File: config.mk
export PLATFORM = sky130hd
export DESIGN_NAME = wb_initiator_flat
export DESIGN_NICKNAME = d
export VERILOG_FILES = /design/src/rtl/wb_initiator_pkg.sv /design/src/rtl/wb_initiator_if.sv /design/src/rtl/wb_timeout_counter.sv /design/src/rtl/wb_initiator.sv /design/src/flat_wrapper.sv
export SDC_FILE = /design/constraint.sdc
export NUM_CORES = 1
export LEC_CHECK = 0
export CAP_MARGIN = 0
export CORE_ASPECT_RATIO = 1.25
export CORE_MARGIN = 2
export CORE_UTILIZATION = 42
export DETAILED_ROUTE_END_ITERATION = 10
export HOLD_SLACK_MARGIN = 0.08
export PLACE_DENSITY = 0.81
export RECOVER_POWER = 50
export SLEW_MARGIN = 15
export SYNTH_ARGS = -nofsm -noshare
export SYNTH_HDL_FRONTEND = slang
export SYNTH_SLANG_ARGS = --single-unit
File: constraint.sdc
create_clock -name io_wbs_clk -period 4.7 [get_ports io_wbs_clk]
set_input_delay 0.705 -clock io_wbs_clk [delete_from_list [all_inputs] [get_ports io_wbs_clk]]
set_output_delay 0.705 -clock io_wbs_clk [all_outputs]
set_load 0.1 [all_outputs]
File: src/rtl/wb_initiator_pkg.sv
// Shared types and Wishbone widths for the single-transfer initiator and its
// peripheral-side neighbours (wb_mux, wb_memory).
package wb_initiator_pkg;

  localparam int ADDR_W = 32;
  localparam int DATA_W = 32;
  localparam int SEL_W  = 4;

  typedef enum logic [1:0] {
    IDLE = 2'd0,
    BUS  = 2'd1,
    RESP = 2'd2
  } state_t;

  // One latched bus request: everything driven onto io_wbs_* for a cycle.
  typedef struct packed {
    logic              we;
    logic [SEL_W-1:0]  sel;
    logic [ADDR_W-1:0] adr;
    logic [DATA_W-1:0] dat;
  } wb_req_t;

endpackage

File: src/rtl/wb_initiator_if.sv
// Command/response streams plus the Wishbone classic bus of one initiator.
// The master modport is the initiator's view; slave is the opposite side.
interface wb_initiator_if;
  import wb_initiator_pkg::*;

  logic              cmd_valid;
  logic              cmd_ready;
  logic              cmd_we;
  logic [SEL_W-1:0]  cmd_sel;
  logic [ADDR_W-1:0] cmd_adr;
  logic [DATA_W-1:0] cmd_dat;

  logic              rsp_valid;
  logic              rsp_ready;
  logic [DATA_W-1:0] rsp_dat;
  logic              rsp_err;

  logic [ADDR_W-1:0] io_wbs_adr;
  logic [DATA_W-1:0] io_wbs_datwr;
  logic [DATA_W-1:0] io_wbs_datrd;
  logic              io_wbs_we;
  logic [SEL_W-1:0]  io_wbs_sel;
  logic              io_wbs_stb;
  logic              io_wbs_cyc;
  logic              io_wbs_ack;

  modport master (
    input  cmd_valid, cmd_we, cmd_sel, cmd_adr, cmd_dat,
    output cmd_ready,
    output rsp_valid, rsp_dat, rsp_err,
    input  rsp_ready,
    output io_wbs_adr, io_wbs_datwr, io_wbs_we, io_wbs_sel, io_wbs_stb, io_wbs_cyc,
    input  io_wbs_datrd, io_wbs_ack
  );

  modport slave (
    output cmd_valid, cmd_we, cmd_sel, cmd_adr, cmd_dat,
    input  cmd_ready,
    input  rsp_valid, rsp_dat, rsp_err,
    output rsp_ready,
    input  io_wbs_adr, io_wbs_datwr, io_wbs_we, io_wbs_sel, io_wbs_stb, io_wbs_cyc,
    output io_wbs_datrd, io_wbs_ack
  );

endinterface

File: src/rtl/wb_timeout_counter.sv
// Saturating bus-cycle counter. expired is high while the count sits at
// TIMEOUT-1, i.e. during the last cycle a slave is allowed to ack in.
module wb_timeout_counter #(
  parameter int unsigned TIMEOUT = 255
) (
  input  logic clk,
  input  logic rst,
  input  logic clear,
  input  logic enable,
  output logic expired
);

  // TIMEOUT = 1 would give a zero-width counter; keep at least one bit.
  localparam int CNT_W = (TIMEOUT > 1) ? $clog2(TIMEOUT) : 1;
  localparam logic [CNT_W-1:0] LAST = CNT_W'(TIMEOUT - 1);

  logic [CNT_W-1:0] count_q;

  assign expired = (count_q == LAST);

  // Count enabled cycles, restart on clear, stop at LAST instead of wrapping.
  // NOTE: state is updated with <= so every flop samples pre-edge values.
  always_ff @(posedge clk or posedge rst) begin
    if (rst) begin
      count_q <= '0;
    end else if (clear) begin
      count_q <= '0;
    end else if (enable && !expired) begin
      count_q <= count_q + 1'b1;
    end
  end

endmodule

File: src/rtl/wb_initiator.sv
// Wishbone classic single-transfer master. Accepts one command, runs one
// bus cycle, returns read data or a timeout error, then waits for the
// response to be consumed before taking the next command. Every output is
// a flop; nothing combinational reaches an output from an input.
module wb_initiator
  import wb_initiator_pkg::*;
#(
  parameter int unsigned TIMEOUT = 255
) (
  input  logic          io_wbs_clk,
  input  logic          io_wbs_rst,
  wb_initiator_if.master bus
);

  state_t            state_q, state_d;
  wb_req_t           req_q, req_d;
  logic              cyc_q, cyc_d;
  logic              cmd_ready_q, cmd_ready_d;
  logic              rsp_valid_q, rsp_valid_d;
  logic [DATA_W-1:0] rsp_dat_q, rsp_dat_d;
  logic              rsp_err_q, rsp_err_d;

  logic cnt_clear;
  logic cnt_enable;
  logic cnt_expired;

  wb_timeout_counter #(
    .TIMEOUT (TIMEOUT)
  ) u_timeout (
    .clk     (io_wbs_clk),
    .rst     (io_wbs_rst),
    .clear   (cnt_clear),
    .enable  (cnt_enable),
    .expired (cnt_expired)
  );

  // Next-state and next-output logic; everything holds unless a transition says otherwise.
  // NOTE: every signal gets a default first so no path leaves it unassigned (no latches).
  always_comb begin
    state_d     = state_q;
    req_d       = req_q;
    cyc_d       = cyc_q;
    rsp_valid_d = rsp_valid_q;
    rsp_dat_d   = rsp_dat_q;
    rsp_err_d   = rsp_err_q;
    cnt_clear   = 1'b0;
    cnt_enable  = 1'b0;

    unique case (state_q)
      IDLE: begin
        if (bus.cmd_valid && cmd_ready_q) begin
          req_d.we  = bus.cmd_we;
          req_d.sel = bus.cmd_sel;
          req_d.adr = bus.cmd_adr;
          req_d.dat = bus.cmd_dat;
          cyc_d     = 1'b1;
          cnt_clear = 1'b1;
          state_d   = BUS;
        end
      end

      BUS: begin
        // Ack is checked before the timeout so a last-cycle ack still succeeds.
        if (bus.io_wbs_ack) begin
          rsp_dat_d   = req_q.we ? '0 : bus.io_wbs_datrd;
          rsp_err_d   = 1'b0;
          cyc_d       = 1'b0;
          rsp_valid_d = 1'b1;
          state_d     = RESP;
        end else if (cnt_expired) begin
          rsp_dat_d   = '0;
          rsp_err_d   = 1'b1;
          cyc_d       = 1'b0;
          rsp_valid_d = 1'b1;
          state_d     = RESP;
        end else begin
          cnt_enable = 1'b1;
        end
      end

      RESP: begin
        if (bus.rsp_ready) begin
          rsp_valid_d = 1'b0;
          state_d     = IDLE;
        end
      end

      default: state_d = IDLE;
    endcase

    // Registered ready: high exactly while the FSM will sit in IDLE.
    cmd_ready_d = (state_d == IDLE);
  end

  // State and registered outputs; reset drops cyc/stb immediately.
  always_ff @(posedge io_wbs_clk or posedge io_wbs_rst) begin
    if (io_wbs_rst) begin
      state_q     <= IDLE;
      req_q       <= '0;
      cyc_q       <= 1'b0;
      cmd_ready_q <= 1'b1;
      rsp_valid_q <= 1'b0;
      rsp_dat_q   <= '0;
      rsp_err_q   <= 1'b0;
    end else begin
      state_q     <= state_d;
      req_q       <= req_d;
      cyc_q       <= cyc_d;
      cmd_ready_q <= cmd_ready_d;
      rsp_valid_q <= rsp_valid_d;
      rsp_dat_q   <= rsp_dat_d;
      rsp_err_q   <= rsp_err_d;
    end
  end

  assign bus.cmd_ready    = cmd_ready_q;
  assign bus.rsp_valid    = rsp_valid_q;
  assign bus.rsp_dat      = rsp_dat_q;
  assign bus.rsp_err      = rsp_err_q;
  assign bus.io_wbs_adr   = req_q.adr;
  assign bus.io_wbs_datwr = req_q.dat;
  assign bus.io_wbs_we    = req_q.we;
  assign bus.io_wbs_sel   = req_q.sel;
  assign bus.io_wbs_stb   = cyc_q;
  assign bus.io_wbs_cyc   = cyc_q;

endmodule

File: src/flat_wrapper.sv
// flat-port wrapper written by rule: the top's interface ports become plain ports
module wb_initiator_flat import wb_initiator_pkg::*;
#(
  parameter int unsigned TIMEOUT = 255
)
  (io_wbs_clk, io_wbs_rst, bus_cmd_valid, bus_cmd_we, bus_cmd_sel, bus_cmd_adr, bus_cmd_dat, bus_cmd_ready, bus_rsp_valid, bus_rsp_dat, bus_rsp_err, bus_rsp_ready, bus_io_wbs_adr, bus_io_wbs_datwr, bus_io_wbs_we, bus_io_wbs_sel, bus_io_wbs_stb, bus_io_wbs_cyc, bus_io_wbs_datrd, bus_io_wbs_ack);
  wb_initiator_if bus_i ();
  input  logic io_wbs_clk;
  input  logic io_wbs_rst;
  input wire logic [$bits(bus_i.cmd_valid)-1:0] bus_cmd_valid;
  input wire logic [$bits(bus_i.cmd_we)-1:0] bus_cmd_we;
  input wire logic [$bits(bus_i.cmd_sel)-1:0] bus_cmd_sel;
  input wire logic [$bits(bus_i.cmd_adr)-1:0] bus_cmd_adr;
  input wire logic [$bits(bus_i.cmd_dat)-1:0] bus_cmd_dat;
  output wire logic [$bits(bus_i.cmd_ready)-1:0] bus_cmd_ready;
  output wire logic [$bits(bus_i.rsp_valid)-1:0] bus_rsp_valid;
  output wire logic [$bits(bus_i.rsp_dat)-1:0] bus_rsp_dat;
  output wire logic [$bits(bus_i.rsp_err)-1:0] bus_rsp_err;
  input wire logic [$bits(bus_i.rsp_ready)-1:0] bus_rsp_ready;
  output wire logic [$bits(bus_i.io_wbs_adr)-1:0] bus_io_wbs_adr;
  output wire logic [$bits(bus_i.io_wbs_datwr)-1:0] bus_io_wbs_datwr;
  output wire logic [$bits(bus_i.io_wbs_we)-1:0] bus_io_wbs_we;
  output wire logic [$bits(bus_i.io_wbs_sel)-1:0] bus_io_wbs_sel;
  output wire logic [$bits(bus_i.io_wbs_stb)-1:0] bus_io_wbs_stb;
  output wire logic [$bits(bus_i.io_wbs_cyc)-1:0] bus_io_wbs_cyc;
  input wire logic [$bits(bus_i.io_wbs_datrd)-1:0] bus_io_wbs_datrd;
  input wire logic [$bits(bus_i.io_wbs_ack)-1:0] bus_io_wbs_ack;
  assign bus_i.cmd_valid = bus_cmd_valid;
  assign bus_i.cmd_we = bus_cmd_we;
  assign bus_i.cmd_sel = bus_cmd_sel;
  assign bus_i.cmd_adr = bus_cmd_adr;
  assign bus_i.cmd_dat = bus_cmd_dat;
  assign bus_cmd_ready = bus_i.cmd_ready;
  assign bus_rsp_valid = bus_i.rsp_valid;
  assign bus_rsp_dat = bus_i.rsp_dat;
  assign bus_rsp_err = bus_i.rsp_err;
  assign bus_i.rsp_ready = bus_rsp_ready;
  assign bus_io_wbs_adr = bus_i.io_wbs_adr;
  assign bus_io_wbs_datwr = bus_i.io_wbs_datwr;
  assign bus_io_wbs_we = bus_i.io_wbs_we;
  assign bus_io_wbs_sel = bus_i.io_wbs_sel;
  assign bus_io_wbs_stb = bus_i.io_wbs_stb;
  assign bus_io_wbs_cyc = bus_i.io_wbs_cyc;
  assign bus_i.io_wbs_datrd = bus_io_wbs_datrd;
  assign bus_i.io_wbs_ack = bus_io_wbs_ack;
  wb_initiator #(.TIMEOUT(TIMEOUT)) u_core (.io_wbs_clk(io_wbs_clk), .io_wbs_rst(io_wbs_rst), .bus(bus_i));
endmodule
==> qor.csv, run 1 <==
metric,value,unit
drt_wl_total,12.55,mm
fp.dieW,98.90,um
coreArea,11030,um2
start_kind,register,
slew_viol_final,153,
synth.distinct_cells,39,
boundaryPins,212,
cts_buffers,17,
gr-total-overflow,0,
fin_skew,0.01328,ns
synthCells,469,
dr_wl_met2,6.470,mm
cts.sinks,115,
ys_seq_area_share,60.89,%
ctsHoldBuffers,0,
drt_iter0_drc,185,
layout-drive-gt1-share,5.394,%
ctsLongestPathBuffers,2,
m1WireLength,5.009,mm
start_util,42.87,%
cp.arrival,3.55,ns
cp.required,4.87,ns
yosys_warnings,0,
crit_fanout,35,
fmax,296.2,MHz
rows,43,
path_class,register to register,
violations,"max-capacitance violations, max-slew violations",
route.met3.wl,889,um
finalSetupViolations,0,
grt_first_pass_wirelength,19.95,mm
antenna_found_initial,1,
rsz0062_at_grt,no,
period_share,71.84,%
layout.nets,782,
period_needed,3.377,ns
clkTransAtPathRegs,0.05,ns
die_y,122.6,um
drc,0,
async_flop_share,100.0,%
routabilityCongestion,0.8257,
mostFrequentLayoutCells,"214 x nand2_1, 209 x clkdlybuf4s50_1, 114 x dfrtp_1",
htreeDepth,4,
syn_avg_cell_area,10.08,um2
synth_top_area_share,60.33,%
worst_pin_slew,2.569,ns
clk-insertion-delay-late,0.40,ns
cts_root_buf,clkbuf_16,
avgViaCountPerCell,4.989,
cts_tree,done,
grt_usage,20.60,%
die-area,12130,um2
dr.pass1.iters,5,
fin_tns_setup,0,ns
post_cts_buffers,0,
final_common_cell,nand2_1,
dp_hpwl,8.690,mm
grt_max_degree,93,
top_layer,met4,
drtAntennaViolNets,0,
vias,4101,
hp-class,register to register,
critPathCaptureType,register,
status,finished with violations,
area_delta_synth_final,58.83,%
ctsResizeCount,0,
grt_pass1_vias,4164,
syn_area,4728,um2
synth_edf_count,0,
drv_cap,3,
yosysTopAreaCell,dfrtp_1,
ys_seq_elements,115,
hold_viol,0,
synth.net_count,577,
yosys_most_used_dff,dfrtp_1,
post_drt_wl_per_cell,15.26,um
max_slew_margin,-71.24,%
ys_top_cells_by_area,"dfrtp_1 60%, nand2_1 17%, a221o_1 6.8%",
portBuffers,211,
[layer usage]
| metal | global-route usage [%] | vias up |
|---|---|---|
| met4 | 6.935 | 0 |
| met5 | 0 | - |
| met2 | 34.88 | 163 |
| met1 | 25.08 | 1959 |
| li1 | - | 1965 |
| met3 | 6.378 | 14 |
[layout make-up]
type                            instances  area, um2
Tap cell                              135      168.9
Fill cell                             815       3520
Timing Repair Buffer                  215       2142
Sequential cell                       115       2879
Antenna cell                            1      2.502
Clock inverter                          9      152.6
Inverter                                4      20.02
Clock buffer                           22      474.2
Multi-Input combinational cell        321       1670
[through the flow]
stage | worst slack [ns] | hold WS (ns) | utilization, % | instance area [um2] | std cells
after CTS | 1.838 | 0.4739 | 68.32 | 7535 | 820
after global routing | 0.9564 | 0.4903 | 68.09 | 7510 | 822
final | 1.323 | 0.4679 | 68.09 | 7510 | 822
after floorplan | 0.9526 | 0.4405 | - | 4728 | 469
after global placement | 2.028 | 0.4588 | 62.63 | 6908 | 789
after detailed placement | 1.881 | 0.4619 | 62.63 | 6908 | 789
[cells in the mapped netlist (2+ instances only)]
| library cell | instances |
|---|---|
| dfrtp_1 | 114 |
| o21ai_0 | 2 |
| buf_2 | 11 |
| clkbuf_1 | 8 |
| ha_1 | 2 |
| inv_1 | 4 |
| a311oi_1 | 2 |
| nand4bb_1 | 2 |
| and2_1 | 32 |
| buf_4 | 5 |
| buf_6 | 3 |
| buf_1 | 2 |
| nand2b_1 | 3 |
| a21oi_1 | 2 |
| mux2i_1 | 4 |
| and4_1 | 2 |
| a31oi_1 | 3 |
| a211oi_1 | 2 |
| a221o_1 | 32 |
| nand2_1 | 214 |
| nor2b_1 | 2 |
[registers in the layout (all words and copies together) (netlist names)]
signal and count:
u_core.bus.rsp_dat 32, u_core.state_q 2, u_core.bus.io_wbs_adr 32, u_core.bus.io_wbs_datwr 32
u_core.bus.io_wbs_we 1, u_core.bus.io_wbs_sel 4, u_core.bus.cmd_ready 1, u_core.bus.io_wbs_cyc 1
u_core.bus.rsp_err 1, u_core.u_timeout.count_q 8, u_core.bus.rsp_valid 1
[worst paths after layout]
| kind | cells past startpoint | end | start | slack (ns) |
|---|---|---|---|---|
| setup / recovery | 5 | u_core.state_q[1] | u_core.u_timeout.count_q[0] | 1.32 |
| max in group asynchronous | 3 | u_core.bus.rsp_dat[2] | io_wbs_rst | 2.13 |
| hold / removal | 2 | u_core.bus.io_wbs_adr[16] | u_core.bus.io_wbs_adr[16] | 0.47 |
| min in group asynchronous | 2 | u_core.bus.rsp_dat[22] | io_wbs_rst | 0.99 |
| hold reg to reg | 2 | u_core.bus.io_wbs_adr[16] | u_core.bus.io_wbs_adr[16] | 0.47 |
| setup reg to reg | 5 | u_core.state_q[1] | u_core.u_timeout.count_q[0] | 1.32 |
[worst max-delay path: stages, from the launching register on]
cell     delay, ns
dfrtp_1       0.44
inv_1         0.07
ha_1          0.19
and4_1        0.26
a21oi_1       1.91
o22ai_1       0.28
[cells by family after synthesis]
family,count (synthesis),share of synthesized area [%]
buf+inv,33,3.784
simple gates,265,24.32
flops,115,60.89
mux,4,0.8468
fa+ha+maj,2,0.5292
compound gates,50,9.632
Power of run 1 is not shown: default switching activity piles up to over one toggle a cycle in this logic, so the estimate is an artifact.
==> run 2: changes to the inputs <==
clock period = 3.5 ns   (was 4.7 ns; I/O delays follow)
==> run 2 against run 1 <==
  * The run still ends with max-capacitance violations, max-slew violations left
  * Register-to-register slack worse by 0.19 ns
  * Global-route usage up 0.99 points
  * Utilization up 0.24 points
  * First-iteration DRC count down 10%
  * Via count up 0.22%
  * Clock skew down 0.0051 ns
  * Critical path depth down 2
  * Sequential share of layout area down 0.13 points
  * Worst hold slack better by 0.0044 ns
  * Routed wire length up 2.0%
  * Final cell count up 0.24%
  * Die area unchanged
==> qor.csv, run 2 (synthesized netlist as in run 1, its figures left out) <==
metric,value,unit
cpLargestDelayFamily,buffers and inverters,
fin_skew,0.008144,ns
rows,43,
finalSetupViolations,0,
post_drt_wl_per_cell,15.52,um
gr-total-overflow,0,
grt_usage,21.59,%
coreArea,11030,um2
antenna_found_initial,0,
grt_pass1_vias,4285,
period_share,73.45,%
worst_pin_slew,1.533,ns
ctsHoldBuffers,0,
fmax,389.0,MHz
n_fill_cell,839,
violations,"max-capacitance violations, max-slew violations",
setup.worst_path.start,io_wbs_rst,
crit_fanout,27,
cts.sinks,115,
cts_root_buf,clkbuf_16,
slew_viol_final,78,
dp_hpwl,8.863,mm
path_class,input port to async pin,
cts_buffers,17,
ctsResizeCount,0,
layout-drive-gt1-share,6.241,%
mostFrequentLayoutCells,"214 x nand2_1, 208 x clkdlybuf4s50_1, 114 x dfrtp_1",
cp.arrival,2.85,ns
start_util,42.87,%
endpoint,u_core.bus.io_wbs_adr[15],
drt_iter0_drc,166,
cpMaxStageDelayCell,clkbuf_1,
start_kind,input port,
utilization,68.33,%
r2r_setup_slack,1.13,ns
dr.pass1.iters,4,
max_slew_margin,-2.180,%
hp-class,register to register,
drc,0,
drt_wl_total,12.79,mm
grt_first_pass_wirelength,20.66,mm
drtAntennaViolNets,0,
vias,4110,
status,finished with violations,
period_needed,2.571,ns
routabilityCongestion,0.7522,
cp.depth,3,
clk-insertion-delay-late,0.40,ns
critPathCaptureType,async pin,
area_delta_synth_final,59.38,%
rsz0062_at_grt,no,
diodes,0,
r2r_end,u_core.u_timeout.count_q[4],
path_cells,dlygate4sd3_1 -> clkinvlp_2 -> clkbuf_1,
cp.required,3.78,ns
crit_buf_inv,3,
die_y,122.6,um
fin_tns_setup,0,ns
hold_viol,0,
clkTransAtPathRegs,0.05,ns
drv_cap,1,
reg2regPathDepth,3,
avgViaCountPerCell,4.988,
final_common_cell,nand2_1,
max_stage_delay,1.05,ns
htreeDepth,4,
post_cts_buffers,0,
ctsLongestPathBuffers,2,
layout.nets,784,
die-area,12130,um2
timing.rr.start,u_core.bus.cmd_ready,
cts_tree,done,
boundaryPins,212,
fp.dieW,98.90,um
portBuffers,211,
grt_max_degree,78,
==> run 2: how the worst min path moves through the flow <==
stage          slack, ns  cells past startpoint                     endpoint                   startpoint
2_1_floorplan       0.44                      1  u_core.u_timeout.count_q[7]  u_core.u_timeout.count_q[7]
3_3_place_gp        0.46                      2  u_core.bus.io_wbs_datwr[10]  u_core.bus.io_wbs_datwr[10]
3_5_place_dp        0.46                      2   u_core.bus.io_wbs_datwr[9]   u_core.bus.io_wbs_datwr[9]
4_1_cts             0.47                      2   u_core.bus.io_wbs_datwr[9]   u_core.bus.io_wbs_datwr[9]
5_1_grt             0.49                      2   u_core.bus.io_wbs_datwr[8]   u_core.bus.io_wbs_datwr[8]
6_report            0.47                      2   u_core.bus.io_wbs_datwr[9]   u_core.bus.io_wbs_datwr[9]
==> run 2: layout make-up <==
type                       count  area (um2)  area share, %
timing repair buffer         217        2155          28.59
tap                          135       168.9          2.241
sequential                   115        2879          38.20
multi-input combinational    321        1682          22.31
inverter                       4       16.27         0.2158
clock inverter                12       178.9          2.374
clock buffer                  20       456.7          6.060
==> run 2: routing by layer <==
layer	track usage (%)	vias up	wire length [um]
li1	-	1970	-
met1	25.24	1947	4992
met2	36.32	168	6547
met3	6.663	25	932
met4	10.19	0	317
met5	0	-	0
==> run 2: worst register-to-register path, cell delays in order, from the launching register on <==
cell and delay, ns:
dfstp_2 0.54, nor4bb_1 0.31, clkbuf_2 1.09, nor3_1 0.24
==> run 2: metrics by stage <==
stage                     cell area [um2]  hold WS [ns]  setup WS, ns  std cells
after global routing                 7536        0.4877        0.5032        824
after global placement               6942        0.4560         1.315        792
final                                7536        0.4723        0.9293        824
after CTS                            7577        0.4749        0.9385        824
after floorplan                      4732        0.4405         1.576        469
after detailed placement             6942        0.4616         1.234        792
Power of run 2 is left out for the same reason.
==> run 3: changes to the inputs <==
clock period = 2.5 ns   (was 3.5 ns; I/O delays follow)
==> run 3 against run 2 <==
  * Non-clock buffer count increased by 1
  * Critical path depth increased by 1
  * The run still ends with max-capacitance violations, max-slew violations left
  * Clock-buffer cell count decreased by 1
  * First-iteration DRC count decreased by 12%
  * Die area unchanged
  * Utilization decreased by 4.2 points
  * Global-route usage decreased by 0.83 points
  * Via count increased by 0.39%
  * Setup slack got worse by 0.48 ns
  * Design area decreased by 6.1%
==> qor.csv, run 3 (synthesized netlist as in run 1, its figures left out) <==
metric,value,unit
boundaryPins,212,
ctsResizeCount,0,
area_delta_synth_final,49.70,%
final_common_cell,nand2_1,
fmax,487.4,MHz
crit_fanout,61,
post_dp_cell_area,6699,um2
clk-insertion-delay-late,0.40,ns
cp.arrival,2.31,ns
clkTransAtPathRegs,0.05,ns
drt_iter0_drc,146,
grt_first_pass_wirelength,19.99,mm
path_class,register to register,
dp_hpwl,8.862,mm
fin_skew,0.008898,ns
layout.nets,785,
grt_pass1_vias,4132,
violations,"max-capacitance violations, max-slew violations",
max_slew_margin,-2.020,%
cts_buffers,17,
rsz0062_at_grt,no,
multi_input_area,1692,um2
grt_usage,20.76,%
fin_tns_setup,0,ns
ctsHoldBuffers,0,
cp.required,2.76,ns
post_drt_wl_per_cell,15.30,um
status,finished with violations,
die_y,122.6,um
cts.sinks,115,
drtAntennaViolNets,0,
antenna_found_initial,0,
fin_area,7078,um2
period_needed,2.052,ns
ff_latch_area,2879,um2
cts_tree,done,
rows,43,
final_cells,825,
hp-class,register to register,
diodes,0,
layout-drive-gt1-share,14.35,%
post_cts_buffers,0,
drv_cap,1,
start_kind,register,
portBuffers,211,
routabilityCongestion,0.8066,
gr-total-overflow,0,
ctsLongestPathBuffers,2,
vias,4126,
drt_wl_total,12.62,mm
hold_viol,0,
htreeDepth,4,
hold-worst-slack,0.4726,ns
post-place-cells,793,
grt_max_degree,116,
avgViaCountPerCell,5.001,
cts_root_buf,clkbuf_16,
drc,0,
period_share,82.07,%
worst_pin_slew,1.530,ns
die-area,12130,um2
start_util,42.87,%
dr.pass1.iters,4,
coreArea,11030,um2
critPathCaptureType,register,
slew_viol_final,116,
mostFrequentLayoutCells,"214 x nand2_1, 114 x dfrtp_1, 105 x clkdlybuf4s50_1",
finalSetupViolations,0,
fp.dieW,98.90,um
n_fill_cell,904,
==> run 3: changes by cell type in the layout (fill, tap and decap cells not counted), sizes merged <==
cell,change
dlygate4sd3,-2
buf,+57
clkdlybuf4s50,-103
clkinv,+4
bufinv,-1
clkinvlp,-1
inv,-1
clkbuf,+48
==> run 3: worst max-delay path, cell delays in order (launching register included) <==
cell and delay (ns):
dfrtp_1 0.46, nand4bb_1 0.77, buf_12 0.46, nand2_1 0.11, mux2i_1 0.07
==> run 3: layer usage <==
metal,part of all wire [%],GRT usage [%]
met1,40,24.62
met2,52,35.56
met3,6.4,6.150
met4,1.9,8.048
met5,0,0
==> run 3: final timing paths <==
| kind | endpoint | cells after the start | start | slack, ns |
|---|---|---|---|---|
| max | u_core.u_timeout.count_q[7] | 4 | u_core.state_q[1] | 0.45 |
| min | u_core.bus.io_wbs_datwr[21] | 2 | u_core.bus.io_wbs_datwr[21] | 0.47 |
| max reg2reg | u_core.u_timeout.count_q[7] | 4 | u_core.state_q[1] | 0.45 |
| min reg2reg | u_core.bus.io_wbs_datwr[21] | 2 | u_core.bus.io_wbs_datwr[21] | 0.47 |
| max in group asynchronous | u_core.bus.io_wbs_adr[12] | 3 | io_wbs_rst | 0.66 |
| min in group asynchronous | u_core.bus.io_wbs_adr[5] | 3 | io_wbs_rst | 0.87 |
==> run 3: layout make-up <==
class	instances	area share (%)
flip-flops and latches	115	40.68
well taps	135	2.386
multi-input cells	321	23.90
clock inverters	13	2.263
repair buffers	218	24.25
inverters	4	0.2652
clock buffers	19	6.258
==> run 3: stage by stage <==
step	util, %	setup WS [ns]
after floorplan	-	0.6818
after global routing	64.17	0.2836
final	64.17	0.4483
after global placement	60.74	0.6204
after CTS	66.21	0.5225
after detailed placement	60.74	0.5399
Power of run 3 is left out for the same reason.
